`src/rtl/add_mul_iter.sv`:
```
// Iterative carry-save adder-multiplier: P = (XS+XC)*Y + A.
// Retires `digits` multiplier bits per cycle over N iterations.
module add_mul_iter #(
  parameter int widthX = 8,
  parameter int widthY = 8,
  parameter int digits = 2,
  localparam int widthP = widthX + widthY + 1
) (
  input  logic              clk_i,
  input  logic              rst_ni,
  input  logic              in_valid_i,
  output logic              in_ready_o,
  input  logic [widthX-1:0] XS,
  input  logic [widthX-1:0] XC,
  input  logic [widthY-1:0] Y,
  input  logic              acc_en_i,
  input  logic [widthP-1:0] A,
  output logic              out_valid_o,
  input  logic              out_ready_i,
  output logic [widthP-1:0] P
);

  localparam int WM = widthX + 1;
  localparam int N  = (WM + digits - 1) / digits;
  localparam int CW = (N > 1) ? $clog2(N) : 1;
  localparam logic [CW-1:0] LAST = CW'(N - 1);

  if (widthX < 1 || widthY < widthX) begin : g_bad_width
    $error("add_mul_iter: illegal widthX/widthY");
  end

  if (digits < 1 || digits > WM) begin : g_bad_digits
    $error("add_mul_iter: digits out of range");
  end

  typedef enum logic [1:0] {
    IDLE,
    BUSY,
    DONE
  } state_e;

  state_e            state_q;
  logic [WM-1:0]     m_q;
  logic [widthY-1:0] y_q;
  logic [widthP-1:0] acc_q;
  logic [CW-1:0]     cnt_q;
  logic              rdy_q;
  logic              vld_q;

  logic [WM-1:0]     sum_d;
  logic [widthP-1:0] pp_d;
  logic [widthP-1:0] acc_d;

  // Exact M sum and the shifted partial product for this iteration
  always_comb begin
    sum_d = WM'(XS) + WM'(XC);
    pp_d  = widthP'(m_q[digits-1:0]) * widthP'(y_q);
    pp_d  = pp_d << (32'(cnt_q) * digits);
    acc_d = acc_q + pp_d;
  end

  // Control FSM and datapath registers with registered handshake flags
  always_ff @(posedge clk_i) begin
    if (!rst_ni) begin
      state_q <= IDLE;
      m_q     <= '0;
      y_q     <= '0;
      acc_q   <= '0;
      cnt_q   <= '0;
      rdy_q   <= 1'b1;
      vld_q   <= 1'b0;
    end else begin
      unique case (state_q)
        IDLE: begin
          if (in_valid_i) begin
            m_q     <= sum_d;
            y_q     <= Y;
            acc_q   <= acc_en_i ? A : '0;
            cnt_q   <= '0;
            rdy_q   <= 1'b0;
            state_q <= BUSY;
          end
        end
        BUSY: begin
          acc_q <= acc_d;
          m_q   <= m_q >> digits;
          cnt_q <= cnt_q + CW'(1);
          if (cnt_q == LAST) begin
            vld_q   <= 1'b1;
            state_q <= DONE;
          end
        end
        DONE: begin
          if (out_ready_i) begin
            vld_q   <= 1'b0;
            rdy_q   <= 1'b1;
            state_q <= IDLE;
          end
        end
        default: begin
          rdy_q   <= 1'b1;
          vld_q   <= 1'b0;
          state_q <= IDLE;
        end
      endcase
    end
  end

  assign in_ready_o  = rdy_q;
  assign out_valid_o = vld_q;
  assign P           = acc_q;

endmodule

```
`config.mk`:
```
export PLATFORM = sky130hd
export DESIGN_NAME = add_mul_iter
export DESIGN_NICKNAME = d
export VERILOG_FILES = /design/src/rtl/add_mul_iter.sv
export SDC_FILE = /design/constraint.sdc
export NUM_CORES = 1
export LEC_CHECK = 0
export ABC_AREA = 0
export CAP_MARGIN = 20
export CORE_UTILIZATION = 40
export CTS_CLUSTER_DIAMETER = 40
export DETAILED_ROUTE_END_ITERATION = 7
export PLACE_DENSITY = 0.7
export SETUP_SLACK_MARGIN = 0.15
export SYNTH_ARGS = -nofsm -noshare
export SYNTH_HDL_FRONTEND = slang
export SYNTH_SLANG_ARGS = --single-unit
```
`constraint.sdc`:
```
create_clock -name clk_i -period 4.9 [get_ports clk_i]
set_clock_uncertainty 0.05 [all_clocks]
set_input_delay 0.98 -clock clk_i [delete_from_list [all_inputs] [get_ports clk_i]]
set_output_delay 0.98 -clock clk_i [all_outputs]
set_load 0.005 [all_outputs]
```
=== Yosys cells after proc, flatten, opt, wreduce, memory -nomap -nowiden ===
Cells that the tools add are included.
W data, S select, Z words.

* Add/subtract/negate cells: 3
* Multiply operators: 1
* Eq/ne operators: 6
* Shifts and indexed selects: 1
* Multiplexer cells: 17
* Bitwise logic cells: 2
* Reduce and logical (&&, ||, !) cells: 7

{| class="wikitable"
|+ Operators with widths
! cell !! count
|-
| $mux W17 || 2
|-
| $pmux W17 S2 || 1
|-
| $pmux W9 S2 || 1
|-
| $add A17 B17 Y17 || 1
|-
| $shl A10 B4 Y17 || 1
|-
| $mul A2 B8 Y10 || 1
|-
| $add A8 B8 Y9 || 1
|-
| $mux W9 || 1
|-
| $reduce_and A3 Y1 || 3
|-
| $mux W2 || 3
|-
| $ne A2 B2 Y1 const B || 3
|-
| $pmux W1 S3 || 2
|-
| $pmux W2 S3 || 1
|-
| $pmux W3 S2 || 1
|-
| $mux W1 || 4
|-
| $reduce_and A2 Y1 || 2
|-
| $add A3 B1 Y3 const B || 1
|-
| $eq A3 B3 Y1 const B || 1
|-
| $mux W3 || 1
|-
| $eq A2 B1 Y1 const B || 1
|-
| $eq A2 B2 Y1 const B || 1
|-
| $logic_not A2 Y1 || 1
|-
| $not A1 Y1 || 2
|-
| $reduce_bool A2 Y1 || 1
|}

* Flip-flop bits (word level): 41
* Bits of input ports: 46
* Output and inout bits: 19
* Word-level logic and storage cells: 44

=== Longest topological paths before layout ===
* Depth after elaboration: 4
* Depth in mapped cells: 20
* Depth with buffers taken out: 19

=== Worst setup path after synthesis ===
Ideal clock, no wire load.

* Kind: flip-flop to flip-flop
* Start point: register m_q[0]
* End point: register acc_q[16], in the netlist P[16]
* Arrival: 4.030 ns
* Required time: 4.728 ns
* Setup slack: 0.698 ns
* Cell stages (with the launch flop): 20
* Path buffers: 1
* Period minus slack after synthesis: 4.202 ns
* Cells stage by stage: dfxtp_1 > clkbuf_1 > and2_1 > ha_1 > inv_1 > fa_1 > nor2b_1 > o21ai_0 > a21boi_0 > o21ai_1 > a211oi_1 > a211oi_1 > o31ai_1 > ha_1 > and4_1 > a221o_1 > a31oi_1 > nand3_1 > and3_1 > o311a_1

* Cells in the longest elaborated chain, start to end: 4

{| class="wikitable"
|+ RTL lines
! element !! RTL line !! source
|-
| start, declared || 43 || <nowiki>logic [WM-1:0] m_q;</nowiki>
|-
| start signal, assigned || 76 || <nowiki>m_q <= sum_d;</nowiki>
|-
| start signal, assigned || 86 || <nowiki>m_q <= m_q >> digits;</nowiki>
|-
| $mul A2 B8 Y10 || 57 || <nowiki>pp_d = widthP'(m_q[digits-1:0]) * widthP'(y_q);</nowiki>
|-
| $shl A10 B4 Y17 || 58 || <nowiki>pp_d = pp_d << (32'(cnt_q) * digits);</nowiki>
|-
| $add A17 B17 Y17 || 59 || <nowiki>acc_d = acc_q + pp_d;</nowiki>
|-
| $pmux W17 S2 || 73 || <nowiki>unique case (state_q)</nowiki>
|-
| end signal, assigned || 78 || <nowiki>acc_q <= acc_en_i ? A : '0;</nowiki>
|-
| end, declared || 45 || <nowiki>logic [widthP-1:0] acc_q;</nowiki>
|}

No other way between the ends.
A chain may end at the register's enable or synchronous reset.

=== Worst setup path in the final report ===
Ends and elaborated chain as after synthesis.

==> results.txt <==
The total die area came out at just over 9000 µm². The H-tree generated during clock tree synthesis spans 2 levels. The residual overflow from global routing came out at 0. Routability-driven placement finished with a final weighted congestion of between 0.9 and 1. The sort of element at the end of the critical path is a register.

Yosys attributes the largest share of cell area to sky130_fd_sc_hd__dfxtp_1, sky130_fd_sc_hd__ha_1, sky130_fd_sc_hd__a21oi_1, sky130_fd_sc_hd__nand2_1, sky130_fd_sc_hd__nor2_1. The number of distinct library cells after synthesis is 60. The flow ran to the end, and the final reports show no timing, DRC or antenna violations. The post-route antenna net violation count came out at 0. The final worst-path cycle share is about nine tenths. TritonCTS built the clock tree. The post-synth design cell area came out at 3573 µm².

The total track usage is 22.11%. In this run, CTS created clock tree buffers numbering 5. The via count of the first global-routing pass came out at between 3k and 4k.

The post-route setup TNS is 0 ps. The first-pass detailed-route iteration total came out at 4. The clock transition at the registers of the reported paths is around 90 ps. The chip height came out at between 90 and 100 µm. The routed length per placed instance is 15.27 µm. The number of failing hold endpoints at the final stage is 0.

The boundary pin count is between 60 and 70. The upper clock frequency limit is between 0.2 and 0.25 GHz. The endpoint identified for the worst register-to-register timing path is P[16]$_SDFFE_PN0P_. After the first detailed-routing iteration, the DRC count stood at around 140. The capture endpoint of the worst hold path is y_q[3]$_SDFFE_PN0P_.

The total length of routed wires is ~9.8 mm. The layout-stage area growth over the synthesis result is 24.33%. Among all flip-flop cells after synthesis, the most frequent one is sky130_fd_sc_hd__dfxtp_1. The share of synthesized flip-flops with an asynchronous set or reset is 0%.

The count of clock tree sinks came out at 41. The relative max-transition margin came out at between 20 and 30%. Of the cells placed in the final design, the portion with a size suffix greater than 1 is between 5 and 6%.

The via density per instance came out at 5.780. The complex-gate fraction of the synthesized area is between 20% and 30%. The count of cells along the worst register-to-register path is 18. For the worst setup path, the data arrival time is roughly 4600 ps. The sequential fraction of the synthesis area came out at a little under a quarter. The maximum count of clock buffers along a single path came out at 2.

Summing the areas of all fa, ha and maj instances in the mapped netlist gives between 10% and 20% of the synthesized area. During synthesis, Yosys emitted a total of 0 warnings. Traced cell by cell, the critical path runs through and2_1 > ha_1 > inv_1 > fa_1 > nor2b_1 > o21ai_0 > a21boi_0 > o21ai_1 > a211oi_2 > a211oi_2 > o31ai_1 > ha_1 > and4_1 > a221o_1 > a31oi_2 > nand3_1 > and3_1 > o311a_1. The post-synthesis area per instance came out at between 7 and 8 µm².

The total routed wire length on the met1 layer is 4.279 mm. The hold path depth came out at 2. In this run the critical register-to-register path is launched from m_q[0]$_SDFFE_PN0P_. The first global-routing pass estimated around 16 mm of wire. The amount of wire on met2 after detailed routing came out at 4.834 mm. Setup repair after global routing left no endpoint under its margin. By startpoint and endpoint, the worst setup path is classified as register to register. The number of I/O port buffers came out at between 60 and 70.

The slowest stage cell on the critical path is sky130_fd_sc_hd__dfxtp_4. The tree is rooted in a sky130_fd_sc_hd__clkbuf_8. The highest net fanout along the worst path came out at 12. The biggest area contributor in the post-synthesis netlist is sky130_fd_sc_hd__dfxtp_1. The power density over the cells came out at around 210 nW/µm². The leakage power came out at 0.001829 µW. After synthesis, the share of cell area in mux cells is about 1.3%. At the pin with the least slew margin, the transition time is 1077 ps. The number of nets in the synthesized netlist came out at 570.

In this run the core area contains 34 standard-cell rows. The worst hold path begins at y_q[3]$_SDFFE_PN0P_. The total count of max-transition violations in the final report is 0.

The kind of cell with the highest combined delay along the critical path is compound AO/OA/AOI/OAI gates. The critical path launch point type is a register. The synthesized-area fraction occupied by and/or/nand/nor cells came out at between 20% and 30%.

The total area inside the core boundary comes to 8678 µm². The path class of the tightest hold or removal check is register to register. The floorplan step set the die width to just under 100 µm.

The maximum number of pins on one net before global-route repair came out at 35. The later pin in the worst-skew pair is clocked with a latency of approximately 300 ps. The via total after detailed routing is approximately 3.7k. The share of the synthesized area in the top cell type is 22.97%. In the detailed route, the total length drawn on met3 is approximately 500 µm. The core occupancy in the finished layout came out at 51.20%.

After synthesis the netlist holds a flip-flop and latch count of roughly 40. Counting both buffers and inverters, the worst setup path holds a total of 1. The starting utilization of the core area is between 40% and 50%. The final count of negative-setup-slack endpoints is 0.

After detailed routing, no signal wire sits above met4. The synthesized-area fraction occupied by xor and xnor cells is under 10%. The stage delay of the slowest cell on the critical path is ~410 ps. For this run, design rule violations remaining after detail routing come to 0. The clock period minus worst slack is between 4000 and 5000 ps.

The number of maximum-capacitance violations came out at 0. The number of antenna violations at the first check in global routing came out at 0. For the worst setup path, the data required time is between 5000 and 6000 ps.

The register-to-register path setup slack is 440 ps. Synthesis produced a netlist whose cell count is around 490. The peak supply drop came out at 0.1172 mV. The post-detailed-placement half-perimeter wirelength came out at between 7 and 8 mm.

The synthesized design contains 0 enable-type register cells. By area, the combinational part of the netlist is dominated by compound AO/OA/AOI/OAI gates. The number of diodes added for antenna fixing came out at 0. The layout net count is 620.
[placed cells by master, fill, tap and decap left out, types with 4 or more instances in the layout]
cell type	n
sky130_fd_sc_hd__buf_4	6
sky130_fd_sc_hd__o21ai_0	23
sky130_fd_sc_hd__nor2_1	40
sky130_fd_sc_hd__a21oi_1	56
sky130_fd_sc_hd__a311oi_1	4
sky130_fd_sc_hd__a21o_1	9
sky130_fd_sc_hd__o211ai_1	4
sky130_fd_sc_hd__o22ai_1	5
sky130_fd_sc_hd__xor2_1	6
sky130_fd_sc_hd__o21a_1	4
sky130_fd_sc_hd__and3_1	11
sky130_fd_sc_hd__nand3_1	21
sky130_fd_sc_hd__nand2b_1	6
sky130_fd_sc_hd__nor3_1	12
sky130_fd_sc_hd__clkbuf_8	5
sky130_fd_sc_hd__xnor2_1	11
sky130_fd_sc_hd__a211oi_1	8
sky130_fd_sc_hd__dfxtp_1	38
sky130_fd_sc_hd__ha_1	36
sky130_fd_sc_hd__and2_1	14
sky130_fd_sc_hd__inv_1	19
sky130_fd_sc_hd__a31oi_1	8
sky130_fd_sc_hd__clkdlybuf4s50_1	64
sky130_fd_sc_hd__nand2_1	59
[synthesized netlist by cell type, drive strengths merged, types with 2 or more instances]
cell type / count
a211oi: 11
nand2b: 6
a21oi: 56
o311ai: 2
and2: 14
nand4b: 2
nor2: 41
fa: 3
nand4: 2
or2: 3
nor4: 2
xnor2: 11
o22ai: 5
nor3: 12
mux2i: 2
a21boi: 3
xor2: 6
nor2b: 3
a21o: 9
inv: 19
ha: 36
o211ai: 6
and4: 2
o31a: 2
o221ai: 2
nand2: 59
and3: 11
nand3: 21
o21ai: 25
a311oi: 4
a32oi: 3
a31oi: 9
clkbuf: 24
o31ai: 3
buf: 4
dfxtp: 41
o21a: 4
[power breakdown]
| group | total [µW] | internal [µW] | switching [µW] |
|---|---|---|---|
| Clock | 292 | 153 | 139 |
| Sequential | 380 | 356 | 24.2 |
| Combinational | 239 | 118 | 121 |
[metrics by stage]
stage / cell area, µm² / worst slack (ps) / total power (µW) / hold WS [ps] / cells
after floorplan: 3573 / 698.2 / 524.9 / 382.2 / 485
after global placement: 4285 / 475.7 / 618.2 / 408.7 / 634
after detailed placement: 4285 / 261.6 / 623.5 / 413.4 / 634
after CTS: 4398 / 267.1 / 915.2 / 426.4 / 642
after global routing: 4443 / 133.6 / 963.0 / 453.3 / 644
final: 4443 / 443.6 / 911.1 / 420.7 / 644
[cell families (layout without fill, tap and decap cells)]
logic type                 after synthesis  count (layout)
muxes                                    3               3
and+or+nand+nor                        180             180
adders and majority gates               39              39
AOI/OAI and AO/OA                      157             157
buffers and inverters                   48              99
DFF                                     41              41
xor gates and xnor gates                17              17
[registers in the layout (all words and copies together), names as in the netlist]
name and cells:
out_valid_o 1, state_q 2, P 17, in_ready_o 1, cnt_q 3, y_q 8, m_q 9
[how the worst max path moves through the flow]
stage | depth (start not counted) | start | endpoint | slack (ps)
floorplan | 19 | m_q[0]$_SDFFE_PN0P_ | P[16]$_SDFFE_PN0P_ | 700
global placement | 18 | m_q[0]$_SDFFE_PN0P_ | P[16]$_SDFFE_PN0P_ | 480
detailed placement | 18 | m_q[0]$_SDFFE_PN0P_ | P[16]$_SDFFE_PN0P_ | 260
CTS | 18 | m_q[0]$_SDFFE_PN0P_ | P[16]$_SDFFE_PN0P_ | 270
global route | 19 | m_q[1]$_SDFFE_PN0P_ | P[13]$_SDFFE_PN0P_ | 130
finish | 18 | m_q[0]$_SDFFE_PN0P_ | P[16]$_SDFFE_PN0P_ | 440
[per-layer routing]
layer / up-vias / GRT usage (%)
met5: - / 0
met4: 0 / 7.475
met1: 1716 / 27.04
met2: 116 / 39.38
met3: 25 / 3.208
li1: 1865 / -
[worst register-to-register path, stage by stage, from the launching register on]
cell,delay (ps)
sky130_fd_sc_hd__dfxtp_4,410
sky130_fd_sc_hd__and2_1,140
sky130_fd_sc_hd__ha_1,210
sky130_fd_sc_hd__inv_1,70
sky130_fd_sc_hd__fa_1,400
sky130_fd_sc_hd__nor2b_1,110
sky130_fd_sc_hd__o21ai_0,100
sky130_fd_sc_hd__a21boi_0,190
sky130_fd_sc_hd__o21ai_1,160
sky130_fd_sc_hd__a211oi_2,390
sky130_fd_sc_hd__a211oi_2,140
sky130_fd_sc_hd__o31ai_1,240
sky130_fd_sc_hd__ha_1,330
sky130_fd_sc_hd__and4_1,240
sky130_fd_sc_hd__a221o_1,320
sky130_fd_sc_hd__a31oi_2,200
sky130_fd_sc_hd__nand3_1,130
sky130_fd_sc_hd__and3_1,200
sky130_fd_sc_hd__o311a_1,340
[timing repair]
action	CTS	global route
gates resized for setup	0	8
endpoints found under the setup margin	0	6
hold buffers	0	0
setup buffers	0	1
[area by class of cell]
class | instances | area [µm²]
Fill cell | 860 | 4235
Multi-Input combinational cell | 396 | 2592
Tap cell | 108 | 135.1
Sequential cell | 41 | 827.0
Clock buffer | 5 | 68.82
Clock inverter | 3 | 43.79
Timing Repair Buffer | 71 | 700.7
Inverter | 20 | 75.07
Power figures use the tool's default switching activity.
